File: config.mk
export PLATFORM = sky130hd
export DESIGN_NAME = refresh_scheduler_flat
export DESIGN_NICKNAME = d
export VERILOG_FILES = /design/src/rtl/gc_ref_pkg.sv /design/src/rtl/refresh_scheduler_if.sv /design/src/rtl/ref_interval_timer.sv /design/src/rtl/refresh_scheduler.sv /design/src/flat_wrapper.sv
export SDC_FILE = /design/constraint.sdc
export NUM_CORES = 1
export LEC_CHECK = 0
export ABC_AREA = 1
export CAP_MARGIN = 20
export CELL_PAD_IN_SITES_DETAIL_PLACEMENT = 0
export CELL_PAD_IN_SITES_GLOBAL_PLACEMENT = 2
export CORE_MARGIN = 4
export CORE_UTILIZATION = 32
export DETAILED_ROUTE_END_ITERATION = 12
export PLACE_DENSITY = 0.88
export SLEW_MARGIN = 20
export SYNTH_ARGS = -nofsm -noshare
export SYNTH_HDL_FRONTEND = slang
export SYNTH_SLANG_ARGS = --single-unit
File: constraint.sdc
create_clock -name clk -period 1.9 [get_ports clk]
set_input_delay 0.475 -clock clk [delete_from_list [all_inputs] [get_ports clk]]
set_output_delay 0.475 -clock clk [all_outputs]
set_load 0.02 [all_outputs]
File: src/rtl/gc_ref_pkg.sv
// rtl/gc_ref_pkg.sv - shared types and bank-select helpers for the refresh scheduler
package gc_ref_pkg;

    localparam int MAX_BANKS = 8;

    typedef enum logic [1:0] {
        IDLE,
        START,
        REFRESH,
        ADVANCE
    } ref_state_t;

    function automatic logic [MAX_BANKS-1:0] bank_onehot(input int idx);
        logic [MAX_BANKS-1:0] v;
        v = '0;
        v[idx[$clog2(MAX_BANKS)-1:0]] = 1'b1;
        return v;
    endfunction

    // The COI source for a bank is always its predecessor in the ring.
    function automatic int src_bank(input int cur, input int n);
        return (cur == 0) ? n - 1 : cur - 1;
    endfunction

endpackage

File: src/rtl/refresh_scheduler_if.sv
// rtl/refresh_scheduler_if.sv - scheduler to memory-wrapper bank control bundle
interface refresh_scheduler_if #(
    parameter int NUM_BANKS = 4
);
    logic [NUM_BANKS-1:0] start_sr;
    logic [NUM_BANKS-1:0] ref_en_current;
    logic [NUM_BANKS-1:0] ref_en_old;
    logic [NUM_BANKS-1:0] ref_done;

    modport master (
        output start_sr,
        output ref_en_current,
        output ref_en_old,
        input  ref_done
    );

    modport slave (
        input  start_sr,
        input  ref_en_current,
        input  ref_en_old,
        output ref_done
    );
endinterface

File: src/rtl/ref_interval_timer.sv
// rtl/ref_interval_timer.sv - free-running sweep interval counter with one-cycle expire pulse
module ref_interval_timer #(
    parameter int REF_INTERVAL = 1024
) (
    input  logic clk,
    input  logic rst,
    input  logic enable,
    output logic expire
);

    localparam int CW = (REF_INTERVAL > 1) ? $clog2(REF_INTERVAL) : 1;
    localparam logic [CW-1:0] CNT_LAST = CW'(REF_INTERVAL - 1);

    logic [CW-1:0] interval_cnt;

    always_ff @(posedge clk or posedge rst) begin
        if (rst) begin
            interval_cnt <= '0;
        end else if (!enable) begin
            interval_cnt <= '0;
        end else if (interval_cnt == CNT_LAST) begin
            interval_cnt <= '0;
        end else begin
            interval_cnt <= interval_cnt + CW'(1);
        end
    end

    assign expire = enable && (interval_cnt == CNT_LAST);

endmodule

File: src/rtl/refresh_scheduler.sv
// rtl/refresh_scheduler.sv - sequences refresh sweeps across memory banks; REF_WATCHDOG_EN adds a per-bank timeout and ref_err
module refresh_scheduler
    import gc_ref_pkg::*;
#(
    parameter int NUM_BANKS      = 4,
    parameter int REF_INTERVAL   = 1024,
    parameter int MAX_REF_CYCLES = 300
) (
    input  logic                         clk,
    input  logic                         rst,
    input  logic                         enable,
    refresh_scheduler_if.master          bank_if,
    output logic [$clog2(NUM_BANKS)-1:0] cur_bank,
    output logic                         busy,
    output logic                         sweep_done
`ifdef REF_WATCHDOG_EN
    ,
    output logic                         ref_err
`endif
);

    localparam int BW = $clog2(NUM_BANKS);
    localparam logic [BW-1:0] LAST_BANK = BW'(NUM_BANKS - 1);

    ref_state_t state;
    logic       expire;
    logic       done_hit;
    logic       wd_trip;

    function automatic logic [NUM_BANKS-1:0] bank_sel(input int idx);
        logic [MAX_BANKS-1:0] w;
        w = bank_onehot(idx);
        return w[NUM_BANKS-1:0];
    endfunction

    ref_interval_timer #(
        .REF_INTERVAL(REF_INTERVAL)
    ) u_timer (
        .clk    (clk),
        .rst    (rst),
        .enable (enable),
        .expire (expire)
    );

    // Only the target bank's done matters; other banks' lines are ignored.
    assign done_hit = bank_if.ref_done[cur_bank];

`ifdef REF_WATCHDOG_EN
    localparam int WW = $clog2(MAX_REF_CYCLES + 1);
    localparam logic [WW-1:0] WD_LAST = WW'(MAX_REF_CYCLES - 1);

    logic [WW-1:0] wd_cnt;

    always_ff @(posedge clk or posedge rst) begin
        if (rst) begin
            wd_cnt <= '0;
        end else if (state == REFRESH) begin
            wd_cnt <= wd_cnt + WW'(1);
        end else begin
            wd_cnt <= '0;
        end
    end

    assign wd_trip = (wd_cnt == WD_LAST);
`else
    assign wd_trip = 1'b0;
`endif

    always_ff @(posedge clk or posedge rst) begin
        if (rst) begin
            state                  <= IDLE;
            cur_bank               <= '0;
            busy                   <= 1'b0;
            sweep_done             <= 1'b0;
            bank_if.start_sr       <= '0;
            bank_if.ref_en_current <= '0;
            bank_if.ref_en_old     <= '0;
`ifdef REF_WATCHDOG_EN
            ref_err                <= 1'b0;
`endif
        end else begin
            bank_if.start_sr <= '0;
            sweep_done       <= 1'b0;
`ifdef REF_WATCHDOG_EN
            ref_err          <= 1'b0;
`endif
            unique case (state)
                IDLE: begin
                    // Expiries seen outside IDLE are simply dropped.
                    if (expire) begin
                        state                  <= START;
                        cur_bank               <= '0;
                        busy                   <= 1'b1;
                        bank_if.start_sr       <= bank_sel(0);
                        bank_if.ref_en_current <= bank_sel(0);
                    end
                end
                START: begin
                    // ref_done here may be stale from the previous pass; never sampled.
                    state              <= REFRESH;
                    bank_if.ref_en_old <= bank_sel(src_bank(int'(cur_bank), NUM_BANKS));
                end
                REFRESH: begin
                    if (done_hit || wd_trip) begin
                        state                  <= ADVANCE;
                        bank_if.ref_en_current <= '0;
                        bank_if.ref_en_old     <= '0;
                        sweep_done             <= (cur_bank == LAST_BANK);
`ifdef REF_WATCHDOG_EN
                        ref_err                <= !done_hit;
`endif
                    end
                end
                ADVANCE: begin
                    if (cur_bank == LAST_BANK) begin
                        state    <= IDLE;
                        cur_bank <= '0;
                        busy     <= 1'b0;
                    end else begin
                        state                  <= START;
                        cur_bank               <= cur_bank + BW'(1);
                        bank_if.start_sr       <= bank_sel(int'(cur_bank) + 1);
                        bank_if.ref_en_current <= bank_sel(int'(cur_bank) + 1);
                    end
                end
                default: begin
                    state <= IDLE;
                end
            endcase
        end
    end

endmodule
File: src/flat_wrapper.sv
// flat-port wrapper written by rule: the top's interface ports become plain ports
module refresh_scheduler_flat import gc_ref_pkg::*;
#(
    parameter int NUM_BANKS      = 4,
    parameter int REF_INTERVAL   = 1024,
    parameter int MAX_REF_CYCLES = 300
)
  (clk, rst, enable, cur_bank, busy, sweep_done, bank_if_start_sr, bank_if_ref_en_current, bank_if_ref_en_old, bank_if_ref_done);
  refresh_scheduler_if #(.NUM_BANKS(NUM_BANKS)) bank_if_i ();
  input  logic clk;
  input  logic rst;
  input  logic enable;
  output logic [$clog2(NUM_BANKS)-1:0] cur_bank;
  output logic busy;
  output logic sweep_done;
  output wire logic [$bits(bank_if_i.start_sr)-1:0] bank_if_start_sr;
  output wire logic [$bits(bank_if_i.ref_en_current)-1:0] bank_if_ref_en_current;
  output wire logic [$bits(bank_if_i.ref_en_old)-1:0] bank_if_ref_en_old;
  input wire logic [$bits(bank_if_i.ref_done)-1:0] bank_if_ref_done;
  assign bank_if_start_sr = bank_if_i.start_sr;
  assign bank_if_ref_en_current = bank_if_i.ref_en_current;
  assign bank_if_ref_en_old = bank_if_i.ref_en_old;
  assign bank_if_i.ref_done = bank_if_ref_done;
  refresh_scheduler #(.NUM_BANKS(NUM_BANKS), .REF_INTERVAL(REF_INTERVAL), .MAX_REF_CYCLES(MAX_REF_CYCLES)) u_core (.clk(clk), .rst(rst), .enable(enable), .bank_if(bank_if_i), .cur_bank(cur_bank), .busy(busy), .sweep_done(sweep_done));
endmodule
## Word-level counts from Yosys, hierarchy flattened

Index checks and enable logic that the tools add are counted.

| operators by class | value |
|---|---|
| add/sub/neg operators | 4 |
| $lt $le $gt $ge | 5 |
| equality and inequality tests | 9 |
| multiplexer cells | 29 |
| reductions and logical operators | 13 |

Operators with widths:

| cell | count |
|---|---|
| 2-to-1 mux 10 bit | 2 |
| 2-to-1 mux 4 bit | 4 |
| case mux 4 bit (2 select lines) | 2 |
| case mux 4 bit (3 select lines) | 1 |
| adder 10 x 1 -> 10 bit (second input constant) | 1 |
| == test 10 bit (second input constant) | 1 |
| 2-to-1 mux 1 bit | 9 |
| < comparator 3 x 4 -> 1 bit (second input constant) | 2 |
| 2-to-1 mux 2 bit | 4 |
| case mux 2 bit (4 select lines) | 1 |
| demux 1 bit (select 3 bit) | 2 |
| == test 2 bit (second input constant) | 3 |
| greater-or-equal comparator 3 x 1 -> 1 bit (second input constant) | 2 |
| != test 2 x 1 -> 1 bit (second input constant) | 3 |
| AND reduction 2 bit | 3 |
| zero test 2 bit | 2 |
| case mux 2 bit (2 select lines) | 1 |
| AND reduction 4 bit | 1 |
| nonzero test 2 bit | 2 |
| adder 2 x 1 -> 3 bit (second input constant) | 1 |
| logical AND 1 bit | 3 |
| < comparator 2 x 3 -> 1 bit (second input constant) | 1 |
| 2-to-1 mux 3 bit | 1 |
| AND reduction 3 bit | 1 |
| other kinds (7) | 7 |

| storage, ports and cells | value |
|---|---|
| bits in registers | 28 |
| input port bits | 7 |
| output and inout bits | 16 |
| logic and storage cells | 68 |

## Longest topological paths before layout

Gate-level depths: netlist of the first run.

| depth | value |
|---|---|
| depth after elaboration | 7 |
| mapped depth | 9 |
| mapped depth without buffers | 8 |

## Hierarchy

From an unflattened synthesis of the first run, not the netlist that was laid out.

| unflattened totals | value |
|---|---|
| cell total of the unflattened synthesis | 175 |
| area total of the unflattened synthesis | 1512.7 um2 |

By module, submodules not included:

| module | instances | cells each | area each (um2) | seq. area each (um2) |
|---|---|---|---|---|
| refresh_scheduler | 1 | 112 | 972.2 | 450.4 |
| ref_interval_timer | 1 | 63 | 540.5 | 250.2 |

## Worst setup path after synthesis of the first run

OpenSTA, ideal clock, no wires.

| timing | value |
|---|---|
| path kind | flip-flop to flip-flop |
| start point | reg u_core.cur_bank[0] |
| end point | reg u_core.bank_if.ref_en_current[0] |
| setup time | 0.117 ns |
| arrival time | 1.289 ns |
| required time | 1.783 ns |
| slack | 0.494 ns |
| cell stages (with the launch flop) | 6 |
| buffers on the path | 0 |
| period minus slack after synthesis | 1.406 ns |
| path through | dfrtp_1 -> ha_1 -> a22oi_4 -> nand3_4 -> nand2_1 -> nand2_1 |

| on the way | value |
|---|---|
| longest elaborated chain between the ends | 7 |
| elaborated cells between the ends (all ways) | 14 |
| those cells by class | 1 x add/sub; 2 x order compare; 3 x eq/ne; 6 x mux; 2 x reduce/logical |

RTL lines:

| what | line | RTL |
|---|---|---|
| from (decl) | refresh_scheduler.sv:13 | `output logic [$clog2(NUM_BANKS)-1:0] cur_bank,` |
| from (signal assigned) | refresh_scheduler.sv:121 | `cur_bank <= cur_bank + BW'(1);` |
| adder 2 x 1 -> 3 bit | refresh_scheduler.sv:123 | `bank_if.ref_en_current <= bank_sel(int'(cur_bank) + 1);` |
| < comparator 3 x 4 -> 1 bit (not written as such) or greater-or-equal comparator 3 x 1 -> 1 bit (tied branches) | gc_ref_pkg.sv:16 | `v[idx[$clog2(MAX_BANKS)-1:0]] = 1'b1;` |
| logical AND 1 bit (not written as such) | gc_ref_pkg.sv:16 |  |
| 2-to-1 mux 1 bit (not written as such) | gc_ref_pkg.sv:16 |  |
| demux 1 bit (select 3 bit) | -- |  |
| 2-to-1 mux 4 bit | refresh_scheduler.sv:115 | `if (cur_bank == LAST_BANK) begin` |
| case mux 4 bit (3 select lines) | refresh_scheduler.sv:87 | `unique case (state)` |
| to (signal assigned) | refresh_scheduler.sv:95 | `bank_if.ref_en_current <= bank_sel(0);` |
| to (signal assigned) | refresh_scheduler.sv:123 |  |
| to (decl) | refresh_scheduler_if.sv:12 | `output ref_en_current,` |

Parallel ways exist; a longest one is shown, timed or not. The select of a mux whose other input is x is not followed.
A chain may end at the register's enable or synchronous reset.

## Worst setup path after layout of the first run

| timing | value |
|---|---|
| start point | reg u_core.bank_if.ref_en_current[3] |
| end point | out bank_if_ref_en_current[3] |

RTL lines:

| what | line | RTL |
|---|---|---|
| to (decl) | flat_wrapper.sv:17 | `output wire logic [$bits(bank_if_i.ref_en_current)-1:0] bank_if_ref_en_current;` |

No word-level cell between the ends.

==> results of run 1 <==
## worst reg2reg max path: cells and delay by family (launching register included)
family / cells / cell delay [ps]
fa+ha+maj: 1 / 420
buf+inv: 2 / 210
flops: 1 / 450
simple gates: 4 / 430
## layer usage
metal  vias to the layer above  routed length (um)
li1                        600                   -
met1                       536                1400
met2                        23                1420
met3                         4                 109
met4                         0                  35
met5                         -                   0
## cell families after synthesis
group | Yosys count
compound gates | 16
xor+xnor | 1
fa+ha+maj | 13
buf+inv | 27
flops | 28
simple gates | 88
## worst paths after layout
check / from / end / slack, ps / cells after the start
worst min register to register: u_core.u_timer.interval_cnt[0]$_DFF_PP0_ / u_core.u_timer.interval_cnt[0]$_DFF_PP0_ / 470 / 1
max in group asynchronous: rst / u_core.bank_if.ref_en_current[2]$_DFFE_PP0P_ / 1070 / 3
worst min-delay path: u_core.u_timer.interval_cnt[0]$_DFF_PP0_ / u_core.u_timer.interval_cnt[0]$_DFF_PP0_ / 470 / 1
min in group asynchronous: rst / u_core.bank_if.ref_en_old[0]$_DFFE_PP0P_ / 560 / 3
worst max-delay path: u_core.bank_if.ref_en_current[3]$_DFFE_PP0P_ / bank_if_ref_en_current[3] / 170 / 1
worst max register to register: u_core.state[0]$_DFFE_PP0P_ / u_core.bank_if.start_sr[0]$_DFF_PP0_ / 320 / 7
## report_power, final
| part | total, mW | internal, mW | leakage [nW] | switching [mW] |
|---|---|---|---|---|
| Clock | 0.372 | 0.186 | 0.0288 | 0.186 |
| Combinational | 1.24 | 0.485 | 0.506 | 0.752 |
| Sequential | 0.812 | 0.730 | 0.375 | 0.0828 |
## placed cells by master, fill, tap and decap left out, types with 2 or more instances in the layout
cell and n:
nor2_4 2, o21ai_0 6, a21oi_1 3, buf_4 3, nor3b_1 2, nor3_1 2, clkdlybuf4s50_1 22, nand4_1 4
inv_1 24, dfrtp_1 28, nand2_1 40, nor2_1 21, nand2_2 3, nand3_1 10, o21ai_1 2, clkbuf_8 4
ha_1 13
## flip-flops by register name, indices dropped and copies added (netlist names)
| name | flops |
|---|---|
| u_core.u_timer.interval_cnt | 10 |
| u_core.bank_if.ref_en_current | 4 |
| u_core.bank_if.ref_en_old | 4 |
| u_core.bank_if.start_sr | 4 |
| u_core.cur_bank | 2 |
| u_core.state | 2 |
| u_core.busy | 1 |
| u_core.sweep_done | 1 |
## area by class of cell
class	count	area (um2)	area share
multi-input combinational	118	704	0.378
clock buffer	4	55.1	0.0296
tap	52	65.1	0.0349
timing repair buffer	25	243	0.130
inverter	25	93.8	0.0504
sequential	28	701	0.376
==> run summary, run 1 <==
M2 GR Usage -> 0.189
RSZ-0062 raised after global routing -> no
Global-route met1 utilization -> 0.150
Routed Antenna Nets -> 0
Mapped cell area -> 1520 um2
Setup violators final -> 0
Synth warn -> 0
Worst setup margin -> 170 ps
GR Overflow Total -> 0
CP Launch Type -> register
Max_slew headroom -> 0.759
Asr flop ratio synth -> 1.00
Power Dens Cells -> 1300 nW/um2
Synth top area share -> 0.460
Post-CTS resize count -> 0
Hold Path Class -> register to register
Dpl hpwl -> 2340 um
Fmax -> 0.578 GHz
Drt pass-1 iters -> 4
Worst Skew -> 2.82 ps
Nets -> 221
Worst endpoint required time -> 1420 ps
DR WL/cell -> 11.8 um
Largest net degree at the start of global routing -> 29
Post-synth EDFFs -> 0
Worst path slowest cell -> clkdlybuf4s50_1
Data arrival time of the critical path -> 1250 ps
Post-Synth XOR/XNOR Area -> 0.00575
Pins Over Slew Limit -> 0
VDD IR-drop max -> 0.701 mV
CP bufs+invs -> 1
Post-route design area -> 1860 um2
PortBufs -> 22
Post-Layout Cell Count -> 252
Syn_area_per_cell -> 8.81 um2
WL final -> 2970 um
Share of layout cells above drive strength 1 -> 0.0950
Clk_lat worst skew -> 270 ps
Mux contribution to synthesized area -> 0
Initial antenna violation count -> 0
Num ports -> 23
Vias in the first global route -> 1203
Main combinational cell family by area after synthesis -> simple AND/OR/NAND/NOR gates
MaxCap Viol Count -> 0
DIE AREA -> 5930 um2
Total power -> 2.42 mW
Post-synthesis simple-gate area fraction -> 0.280
Syn Inst Count -> 173
Rows -> 24
Layout Utilization -> 0.416
Syn_nets -> 193
FF+latch count, synth -> 28
Crit-path max FO -> 2
Filler Cells Inserted -> 441
Placed instance area -> 1810 um2
DIE WIDTH -> 77.0 um
WHS -> 470 ps
Fin. Hold Viols -> 0
GR Layer Usage met3 -> 0.0211
DRC Markers -> 0
Post-place setup slack -> 155 ps
Top_reg_cell synth -> dfrtp_1
Final setup TNS -> 0 ps
Synth area leader -> dfrtp_1
Post-CTS setup buffer count -> 0
Setup crit end kind -> output pin
Cell with the most instances after synthesis -> nand2_1
Synth Area in Adders -> 0.107
Final min period -> 1730 ps
Synth Area in Compound Gates -> 0.0698
Via density -> 4.62
Leakage power -> 0.909 nW
Netlist cell types -> 27
Sink Count -> 28
Largest delay share family, worst path -> buffers and inverters
Die H -> 77.0 um
GRT Overall Usage -> 0.114
Slowest stage delay, CP -> 610 ps
Inserted Clock Buffers -> 3
Core area -> 4470 um2
Routability cong. -> 0.837
Busiest grt layer -> met2
Vias after detailed routing -> 1163
Worst Path Class, Setup -> register to output pin
Clk root buf -> clkbuf_8
Hold buffers post-CTS -> 0
Worst path cell trace -> clkdlybuf4s50_1
Clock buffer depth -> 2
Top cells by count, synth -> 40 x nand2_1, 28 x dfrtp_1, 24 x inv_1
N_diodes -> 0
Status -> completed
# H-tree levels -> 1
Area growth from synthesis to layout -> 22.2%
1st-iter DRT viols -> 53
Synth top area cells -> dfrtp_1 46%, ha_1 11%, nand2_1 9.9%, inv_1 5.9%, nor2_1 5.2%
Fin crit share -> 0.910
First-pass GRT wire length -> 5550 um
Worst-Margin Slew -> 357 ps
Clock slew at reported path FFs -> 90 ps
Placed cell count -> 248
TritonCTS clock tree -> yes
Seq/Total Area, Yosys -> 0.460
Initial Utilization -> 0.341
Power figures use the tool's default switching activity.
==> inputs of run 2 (changes only) <==
--- a/config.mk
+++ b/config.mk
@@ -6,7 +6,7 @@
 export NUM_CORES = 1
 export LEC_CHECK = 0
 export ABC_AREA = 1
-export CAP_MARGIN = 20
+export CAP_MARGIN = 15
 export CELL_PAD_IN_SITES_DETAIL_PLACEMENT = 0
 export CELL_PAD_IN_SITES_GLOBAL_PLACEMENT = 2
 export CORE_MARGIN = 4
==> results of run 2 <==
No change in the layout: final DEF, timing and power equal those of run 1.
